### config.mk
export PLATFORM = sky130hd
export DESIGN_NAME = instr_fetch_unit
export DESIGN_NICKNAME = d
export VERILOG_FILES = /design/src/rtl/mak8_pkg.sv /design/src/rtl/instr_fetch_unit.sv
export SDC_FILE = /design/constraint.sdc
export NUM_CORES = 1
export LEC_CHECK = 0
export ABC_AREA = 1
export CAP_MARGIN = 15
export CORE_AREA = 2 2 103 105
export DETAILED_ROUTE_END_ITERATION = 8
export DIE_AREA = 0 0 105 107
export PLACE_DENSITY_LB_ADDON = 0.12
export SETUP_SLACK_MARGIN = 0.1
export SLEW_MARGIN = 20
export SYNTH_ARGS = -nofsm -noshare
export SYNTH_HDL_FRONTEND = slang
export SYNTH_SLANG_ARGS = --single-unit
export TNS_END_PERCENT = 30
### constraint.sdc
create_clock -name clk -period 6.3 [get_ports clk]
set_input_delay 1.89 -clock clk [delete_from_list [all_inputs] [get_ports clk]]
set_output_delay 1.89 -clock clk [all_outputs]
set_load 0.02 [all_outputs]
### src/rtl/mak8_pkg.sv
`default_nettype none
// ============================================================================
//  Module      : mak8_pkg
//  Description : Shared MAK-8 front-end definitions: fetch FSM state type,
//                default reset PC and the opcode length decode used by both
//                the fetch unit and the decoder.
//  Revision    : 1.0 - initial release
// ============================================================================
package mak8_pkg;

   typedef enum logic [1:0] {
      S_ISSUE   = 2'd0,
      S_CAPTURE = 2'd1,
      S_PRESENT = 2'd2
   } fetch_state_t;

   localparam logic [15:0] RESET_PC = 16'h0000;

   // Instruction length in bytes from the opcode's top two bits.
   // The reserved class 2'b11 is treated as a single-byte instruction.
   function automatic logic [1:0] instr_len_f(input logic [7:0] opcode);
      logic [1:0] len;
      case (opcode[7:6])
         2'b00:   len = 2'd1;
         2'b01:   len = 2'd2;
         2'b10:   len = 2'd3;
         default: len = 2'd1;
      endcase
      return len;
   endfunction

endpackage
`default_nettype wire

### src/rtl/instr_fetch_unit.sv
`default_nettype none
// ============================================================================
//  Module      : instr_fetch_unit
//  Description : MAK-8 instruction fetch. Reads byte-wide instruction memory
//                one byte per two cycles, assembles 1-3 byte instructions and
//                hands them to the decoder over valid/ready. Accepts
//                branch/jump redirects from execute at the highest priority.
//  Revision    : 1.0 - initial release
//
//  Ports
//    clk, rst_n       clock (rising edge), asynchronous active-low reset
//    mem_rd_en        read strobe to instruction memory
//    mem_addr         read address (the current fetch pointer)
//    mem_rdata        read data, valid the cycle after mem_rd_en
//    redirect_valid   taken branch/jump
//    redirect_pc      branch/jump target
//    instr_valid      assembled instruction available
//    instr_ready      decoder accepts the instruction
//    instr_opcode     byte 0
//    instr_operand    {byte2, byte1}, unused bytes read as 0
//    instr_len        1, 2 or 3
//    instr_pc         address of the opcode byte
//    next_pc          instr_pc + instr_len (mod 2^16)
//    fetch_pc         current fetch pointer
// ============================================================================
module instr_fetch_unit #(
   parameter int                ADDR_W   = 16,
   parameter logic [ADDR_W-1:0] RESET_PC = mak8_pkg::RESET_PC
) (
   input  logic              clk,
   input  logic              rst_n,
   output logic              mem_rd_en,
   output logic [ADDR_W-1:0] mem_addr,
   input  logic [7:0]        mem_rdata,
   input  logic              redirect_valid,
   input  logic [ADDR_W-1:0] redirect_pc,
   output logic              instr_valid,
   input  logic              instr_ready,
   output logic [7:0]        instr_opcode,
   output logic [15:0]       instr_operand,
   output logic [1:0]        instr_len,
   output logic [ADDR_W-1:0] instr_pc,
   output logic [ADDR_W-1:0] next_pc,
   output logic [ADDR_W-1:0] fetch_pc
);

   import mak8_pkg::*;

   localparam logic [ADDR_W-1:0] c_pc_one = {{(ADDR_W-1){1'b0}}, 1'b1};

   fetch_state_t      r_state;
   fetch_state_t      w_state_nxt;
   logic [ADDR_W-1:0] r_fetch_pc;
   logic [1:0]        r_idx;
   logic [7:0]        r_opcode;
   logic [7:0]        r_byte1;
   logic [7:0]        r_byte2;
   logic [1:0]        r_len;
   logic [ADDR_W-1:0] r_instr_pc;
   logic [ADDR_W-1:0] r_next_pc;

   logic [1:0]        w_cur_len;
   logic [ADDR_W-1:0] w_len_ext;
   logic              w_more;

   // While the opcode byte is being captured the latched length is stale,
   // so the length comes straight from the returning byte.
   assign w_cur_len = (r_idx == 2'd0) ? instr_len_f(mem_rdata) : r_len;
   assign w_len_ext = {{(ADDR_W-2){1'b0}}, w_cur_len};
   assign w_more    = ({1'b0, r_idx} + 3'd1) < {1'b0, w_cur_len};

   // ---------------------------------------------------------------- FSM
   always_ff @(posedge clk or negedge rst_n) begin
      if (!rst_n) begin
         r_state <= S_ISSUE;
      end else begin
         r_state <= w_state_nxt;
      end
   end

   always_comb begin
      w_state_nxt = r_state;
      if (redirect_valid) begin
         w_state_nxt = S_ISSUE;
      end else begin
         case (r_state)
            S_ISSUE:   w_state_nxt = S_CAPTURE;
            S_CAPTURE: w_state_nxt = w_more ? S_ISSUE : S_PRESENT;
            S_PRESENT: w_state_nxt = instr_ready ? S_ISSUE : S_PRESENT;
            default:   w_state_nxt = S_ISSUE;
         endcase
      end
   end

   // ----------------------------------------------------------- datapath
   always_ff @(posedge clk or negedge rst_n) begin
      if (!rst_n) begin
         r_fetch_pc <= RESET_PC;
         r_idx      <= 2'd0;
         r_opcode   <= 8'h00;
         r_byte1    <= 8'h00;
         r_byte2    <= 8'h00;
         r_len      <= 2'd1;
         r_instr_pc <= '0;
         r_next_pc  <= RESET_PC + c_pc_one;
      end else if (redirect_valid) begin
         // Any byte returning this cycle is dropped; the pointer is not bumped.
         r_fetch_pc <= redirect_pc;
         r_idx      <= 2'd0;
      end else begin
         case (r_state)
            S_CAPTURE: begin
               r_fetch_pc <= r_fetch_pc + c_pc_one;
               case (r_idx)
                  2'd0: begin
                     r_opcode   <= mem_rdata;
                     r_byte1    <= 8'h00;
                     r_byte2    <= 8'h00;
                     r_len      <= w_cur_len;
                     r_instr_pc <= r_fetch_pc;
                     r_next_pc  <= r_fetch_pc + w_len_ext;
                  end
                  2'd1:    r_byte1 <= mem_rdata;
                  default: r_byte2 <= mem_rdata;
               endcase
               if (w_more) begin
                  r_idx <= r_idx + 2'd1;
               end
            end
            S_PRESENT: begin
               if (instr_ready) begin
                  r_idx <= 2'd0;
               end
            end
            default: begin
            end
         endcase
      end
   end

   // -------------------------------------------------------------- outputs
   // The FSM rests in S_ISSUE during reset; gating with rst_n keeps the read
   // strobe quiet until reset is released.
   assign mem_rd_en     = rst_n && (r_state == S_ISSUE);
   assign mem_addr      = r_fetch_pc;
   assign fetch_pc      = r_fetch_pc;
   assign instr_valid   = (r_state == S_PRESENT);
   assign instr_opcode  = r_opcode;
   assign instr_operand = {r_byte2, r_byte1};
   assign instr_len     = r_len;
   assign instr_pc      = r_instr_pc;
   assign next_pc       = r_next_pc;

endmodule
`default_nettype wire
==> impl_metrics.yaml, run 1 <==
routing:
  dr.pass1.iters: 5
  drt-wirelength-per-cell_um: 14.83
  drt_iter0_drc: 170
  ant_nets: 0
  viasPerCell: 4.880
  route.detailed.drc: 0
  vias: 3465
  wirelength_mm: 10.53
min_path:
  whs_path_depth: 1
  min_path_type: "reg -> reg"
  hp-start: "r_state[0]$_DFF_PN0_"
  hold_end: "r_state[0]$_DFF_PN0_"
global_route:
  grt_max_degree: 68
  antenna_found_initial: 0
  first_global_vias: 3351
  grtUsageMet3: 0.03100
  busiest_layer: "met2"
  grt_pass1_wl_mm: 17.02
  globalRouteOverflowTotal: 0
  met1_usage: 0.2708
  grt.total_usage: 0.1913
  met2_usage: 0.2996
timing:
  slew_viol_final: 0
  rsz0062_at_grt: "no"
  fin_crit_ns: 4.961
  setup_viol: 0
  finalHoldViolCount: 0
  setup_tns_ns: 0
  skew_ns: 0.01042
  relSlewSlack: 0.3953
  tightest_slew_ns: 0.9042
  setup_ws_ns: 1.339
  clock.fmax_mhz: 201.6
  fin_crit_sh: 0.7874
setup_path:
  r2r_end: "next_pc[15]$_DFFE_PN0P_"
  end_kind: "primary output"
  worstPathMaxFanout: 28
  arrival_ns: 3.07
  cp.required_ns: 4.41
  timing.rr.start: "r_idx[0]$_DFFE_PN0P_"
  r2r_slack_ns: 3.40
  rr_worst_depth: 8
  worstSetupPathType: "in -> out"
  start_kind: "input pin"
yosys:
  synth_top_area_cell: "dfrtp_1"
  yosysUniqueCellTypes: 34
  ys.flop_type: "dfrtp_1"
  synthTopCellsByArea: "dfrtp_1, nand2_1, nand3_1"
  synth_area_um2: 3944
  ys_seq_area_frac: 0.4956
  syn-instance-count: 471
  async_reset_ff_frac: 1.000
  syn_avg_cell_area_um2: 8.373
  yosysMostFrequentCell: "nand2_1"
  synth_top_area_frac: 0.4822
  ys_top_cells_by_count: "nand2_1, dfrtp_1, nand3_1, inv_1, nor2_1"
  ys_warn_count: 0
  ys_ff_latch: 78
  synth_edf_count: 0
  syn-num-nets: 508
floorplan:
  initial_core_util: 0.3908
  dieHeight_um: 107
  fp.dieArea_um2: 11240
  chipWidth_um: 105
  row_count: 37
  core_um2: 10090
  ioPinCount: 120
clocking:
  clk_pin_slew_ns: 0.09
  insertion_delay_ns: 0.35
  ctsHtreeMaxLevel: 3
  root_buffer: "clkbuf_8"
  cts_buffers: 9
  cts_tree: "done"
  cts_hold_buf: 0
  postCtsSetupBuffers: 0
  clkSinkCount: 78
  post_cts_resized: 0
  clockBufferDepth: 2
pwr:
  total_power_mw: 2.642
  p_comb_frac: 0.493
  power_switching_mw: 1.088
  clkPwrFrac: 0.173
  power_frac_seq: 0.334
  power.static_leakage_nw: 2.433
  sw_frac_of_total: 0.4117
  powerDensity_nw_per_um2: 495.6
  vdd_drop_max_v: 0.0001988
  internal_power_mw: 1.554
final_layout:
  area_delta_synth_final_pct: 35.15
  antenna_cells: 0
  fillers: 1011
  nets: 606
  final_core_util: 0.5281
  drive_gt1_frac: 0.04878
placed_design:
  port_buffers: 119
  pre_cts_ws_ns: 1.316
  place.gp.congestion: 0.8088
  dp_hpwl_mm: 7.530
job:
  cap_violations: 0
run_status:
  status: "completed"
[metal layers]
layer  part of all wire  vias to the layer above
li1                   -                     1725
met4              0.013                        0
met5                  0                        -
met2               0.46                       99
met1               0.48                     1629
met3              0.049                       12
[stage by stage]
stage	instance area, um2	hold slack (ns)	cells
2_1_floorplan	3944	0.4249	471
3_3_place_gp	5084	0.4426	694
3_5_place_dp	5084	0.4471	694
4_1_cts	5329	0.4589	710
5_1_grt	5330	0.4769	710
6_report	5330	0.4542	710
[kinds of logic after synthesis]
family                   share of synthesized area
AND/OR/NAND/NOR                             0.2414
buffers and inverters                       0.1009
flip-flops                                  0.4956
AO/OA/AOI/OAI                               0.1120
adder cells (fa/ha/maj)                    0.03236
XOR/XNOR                                   0.01777
[critical path: stages]
cell	delay, ns
buf_4	0.31
nor3b_1	0.23
clkdlybuf4s50_1	0.63
[worst max path at each step]
stage	startpoint	to	slack, ns	cells past startpoint
after global placement	rst_n	mem_rd_en	1.31	3
after floorplan	rst_n	mem_rd_en	2.00	1
after global routing	redirect_valid	next_pc[15]$_DFFE_PN0P_	1.14	8
after detailed placement	rst_n	mem_rd_en	1.32	3
final	rst_n	mem_rd_en	1.34	3
after CTS	rst_n	mem_rd_en	1.31	3
[state kept, by name (all words and copies together) (netlist names)]
signal,flops
fetch_pc,16
instr_len,2
instr_opcode,8
instr_pc,16
next_pc,16
r_byte1,8
r_byte2,8
r_idx,2
r_state,2
[final cells by class]
class	count	area (um2)	share of cell area
Timing Repair Buffer	120	1196	0.2244
Tap cell	136	170.2	0.03192
Clock buffer	9	123.9	0.02324
Multi-Input combinational cell	315	1592	0.2986
Clock inverter	7	121.4	0.02277
Sequential cell	78	1954	0.3667
Inverter	45	172.7	0.03239
[power groups by stage]
stage | sequential, mW | clock [mW] | combinational [mW]
6_report | 0.883 | 0.457 | 1.30
5_1_grt | 0.918 | 0.484 | 1.42
4_1_cts | 0.886 | 0.467 | 1.32
3_5_place_dp | 0.893 | 0 | 1.31
3_3_place_gp | 0.889 | 0 | 1.29
2_1_floorplan | 1.09 | 0 | 0.542
[layout by cell type, fill, tap and decap left out, drive strengths merged, types with 2 or more instances in the layout]
cell / n
buf: 2
a31oi: 2
ha: 7
nand2: 125
nor2: 39
clkdlybuf4s50: 118
xnor2: 2
dfrtp: 76
o21bai: 2
nor3: 3
clkinv: 4
fa: 2
o21a: 4
nand3: 49
o211ai: 14
nand4: 4
xor2: 6
o21ai: 50
inv: 45
dfstp: 2
bufinv: 3
clkbuf: 9
(Power assumes the default switching activity.)
==> run 2: changes to the inputs <==
==> constraint.sdc (replaced) <==
create_clock -name clk -period 4.2 [get_ports clk]
set_input_delay 1.26 -clock clk [delete_from_list [all_inputs] [get_ports clk]]
set_output_delay 1.26 -clock clk [all_outputs]
set_load 0.02 [all_outputs]
==> impl_metrics.yaml, run 2 (synthesized netlist as in run 1, its figures left out) <==
setup_path:
  start_kind: "input pin"
  worstPathMaxFanout: 2
  end_kind: "primary output"
  worstSetupPathType: "in -> out"
  crit_path_cell_trace: "buf_4, nor3b_1, clkdlybuf4s50_1"
  arrival_ns: 2.19
  rr_worst_depth: 16
  crit_slowest_cell: "clkdlybuf4s50_1"
  max_stage_delay_ns: 0.63
  cp.required_ns: 2.94
global_route:
  grt_max_degree: 46
  antenna_found_initial: 0
  first_global_vias: 3400
  grt_pass1_wl_mm: 17.50
  globalRouteOverflowTotal: 0
  grt.total_usage: 0.1999
routing:
  viasPerCell: 4.916
  vias: 3520
  wirelength_mm: 10.86
  ant_nets: 0
  drt_iter0_drc: 176
  dr.pass1.iters: 4
  route.detailed.drc: 0
  drt-wirelength-per-cell_um: 15.16
pwr:
  clkPwrFrac: 0.156
  internal_power_mw: 2.291
  power_switching_mw: 1.641
  p_comb_frac: 0.506
  sw_frac_of_total: 0.4173
  power.static_leakage_nw: 2.451
  vdd_drop_max_v: 0.0002722
  power_frac_seq: 0.338
  powerDensity_nw_per_um2: 734.3
final_layout:
  nets: 612
  layout_common_cells: "nand2_1, clkdlybuf4s50_1, dfrtp_1"
  layout_commonest_cell: "nand2_1"
  antenna_cells: 0
  fillers: 1030
  fin_area_um2: 5355
  area_delta_synth_final_pct: 35.79
  drive_gt1_frac: 0.05690
  regArea_um2: 1954
  multi_input_area_um2: 1592
timing:
  relSlewSlack: 0.6121
  setup_viol: 0
  setup_tns_ns: 0
  fin_crit_ns: 3.452
  fin_worst_hold_slack_ns: 0.4536
  fin_crit_sh: 0.8218
  tightest_slew_ns: 0.5819
  rsz0062_at_grt: "no"
  clock.fmax_mhz: 289.7
  setup_ws_ns: 0.7484
  skew_ns: 0.008652
  slew_viol_final: 0
  finalHoldViolCount: 0
clocking:
  clk_pin_slew_ns: 0.08
  cts_buffers: 9
  postCtsSetupBuffers: 0
  post_cts_resized: 0
  ctsHtreeMaxLevel: 3
  cts_hold_buf: 0
  clkSinkCount: 78
  clockBufferDepth: 2
  insertion_delay_ns: 0.36
  cts_tree: "done"
  root_buffer: "clkbuf_8"
placed_design:
  port_buffers: 119
  place.gp.congestion: 0.8026
  postPlaceCellArea_um2: 5141
  pre_cts_ws_ns: 0.6156
  dp_hpwl_mm: 7.781
floorplan:
  chipWidth_um: 105
  dieHeight_um: 107
  ioPinCount: 120
  core_um2: 10090
  row_count: 37
  initial_core_util: 0.3908
  fp.dieArea_um2: 11240
job:
  cap_violations: 0
min_path:
  whs_path_depth: 1
  min_path_type: "reg -> reg"
run_status:
  status: "completed"
-- run 2: worst paths after layout --
check	from	endpoint	slack, ns
worst min register to register	r_state[0]$_DFF_PN0_	r_state[0]$_DFF_PN0_	0.45
worst max register to register	r_idx[0]$_DFFE_PN0P_	r_idx[0]$_DFFE_PN0P_	1.49
worst max-delay path	rst_n	mem_rd_en	0.75
max in group asynchronous	rst_n	r_byte2[5]$_DFFE_PN0P_	2.27
worst min-delay path	r_state[0]$_DFF_PN0_	r_state[0]$_DFF_PN0_	0.45
min in group asynchronous	rst_n	instr_pc[14]$_DFFE_PN0P_	0.96
-- run 2: layout make-up --
cell class / count / share of cell area
Clock inverter: 6 / 0.01612
Multi-Input combinational cell: 315 / 0.2972
Clock buffer: 10 / 0.02383
Timing Repair Buffer: 126 / 0.2341
Inverter: 45 / 0.03201
Tap cell: 136 / 0.03178
Sequential cell: 78 / 0.3650
-- run 2: worst max-delay path: cells and delay by family --
family	cells	cell delay, ns
simple gates	1	0.19
buf+inv	2	0.73
-- run 2: power groups by stage --
stage / registers, mW / clock network, mW / logic (mW)
after floorplan: 1.64 / 0 / 0.813
after global placement: 1.34 / 0 / 1.98
after detailed placement: 1.34 / 0 / 2.00
after CTS: 1.33 / 0.627 / 2.01
after global routing: 1.38 / 0.662 / 2.17
final: 1.33 / 0.614 / 1.99
-- run 2: stage by stage --
step           power, mW  utilization  std cells
5_1_grt            4.215       0.5306        716
6_report           3.932       0.5306        716
4_1_cts            3.973       0.5306        716
3_5_place_dp       3.345       0.5094        700
2_1_floorplan      2.455            -        471
3_3_place_gp       3.312       0.5094        700
-- run 2: metal layers --
| metal | vias to the layer above | GRT usage | wire (um) |
|---|---|---|---|
| met5 | - | 0 | 0 |
| met4 | 0 | 0.08190 | 151 |
| met3 | 14 | 0.03161 | 680 |
| met2 | 125 | 0.3103 | 4980 |
| met1 | 1650 | 0.2796 | 5044 |
| li1 | 1731 | - | - |
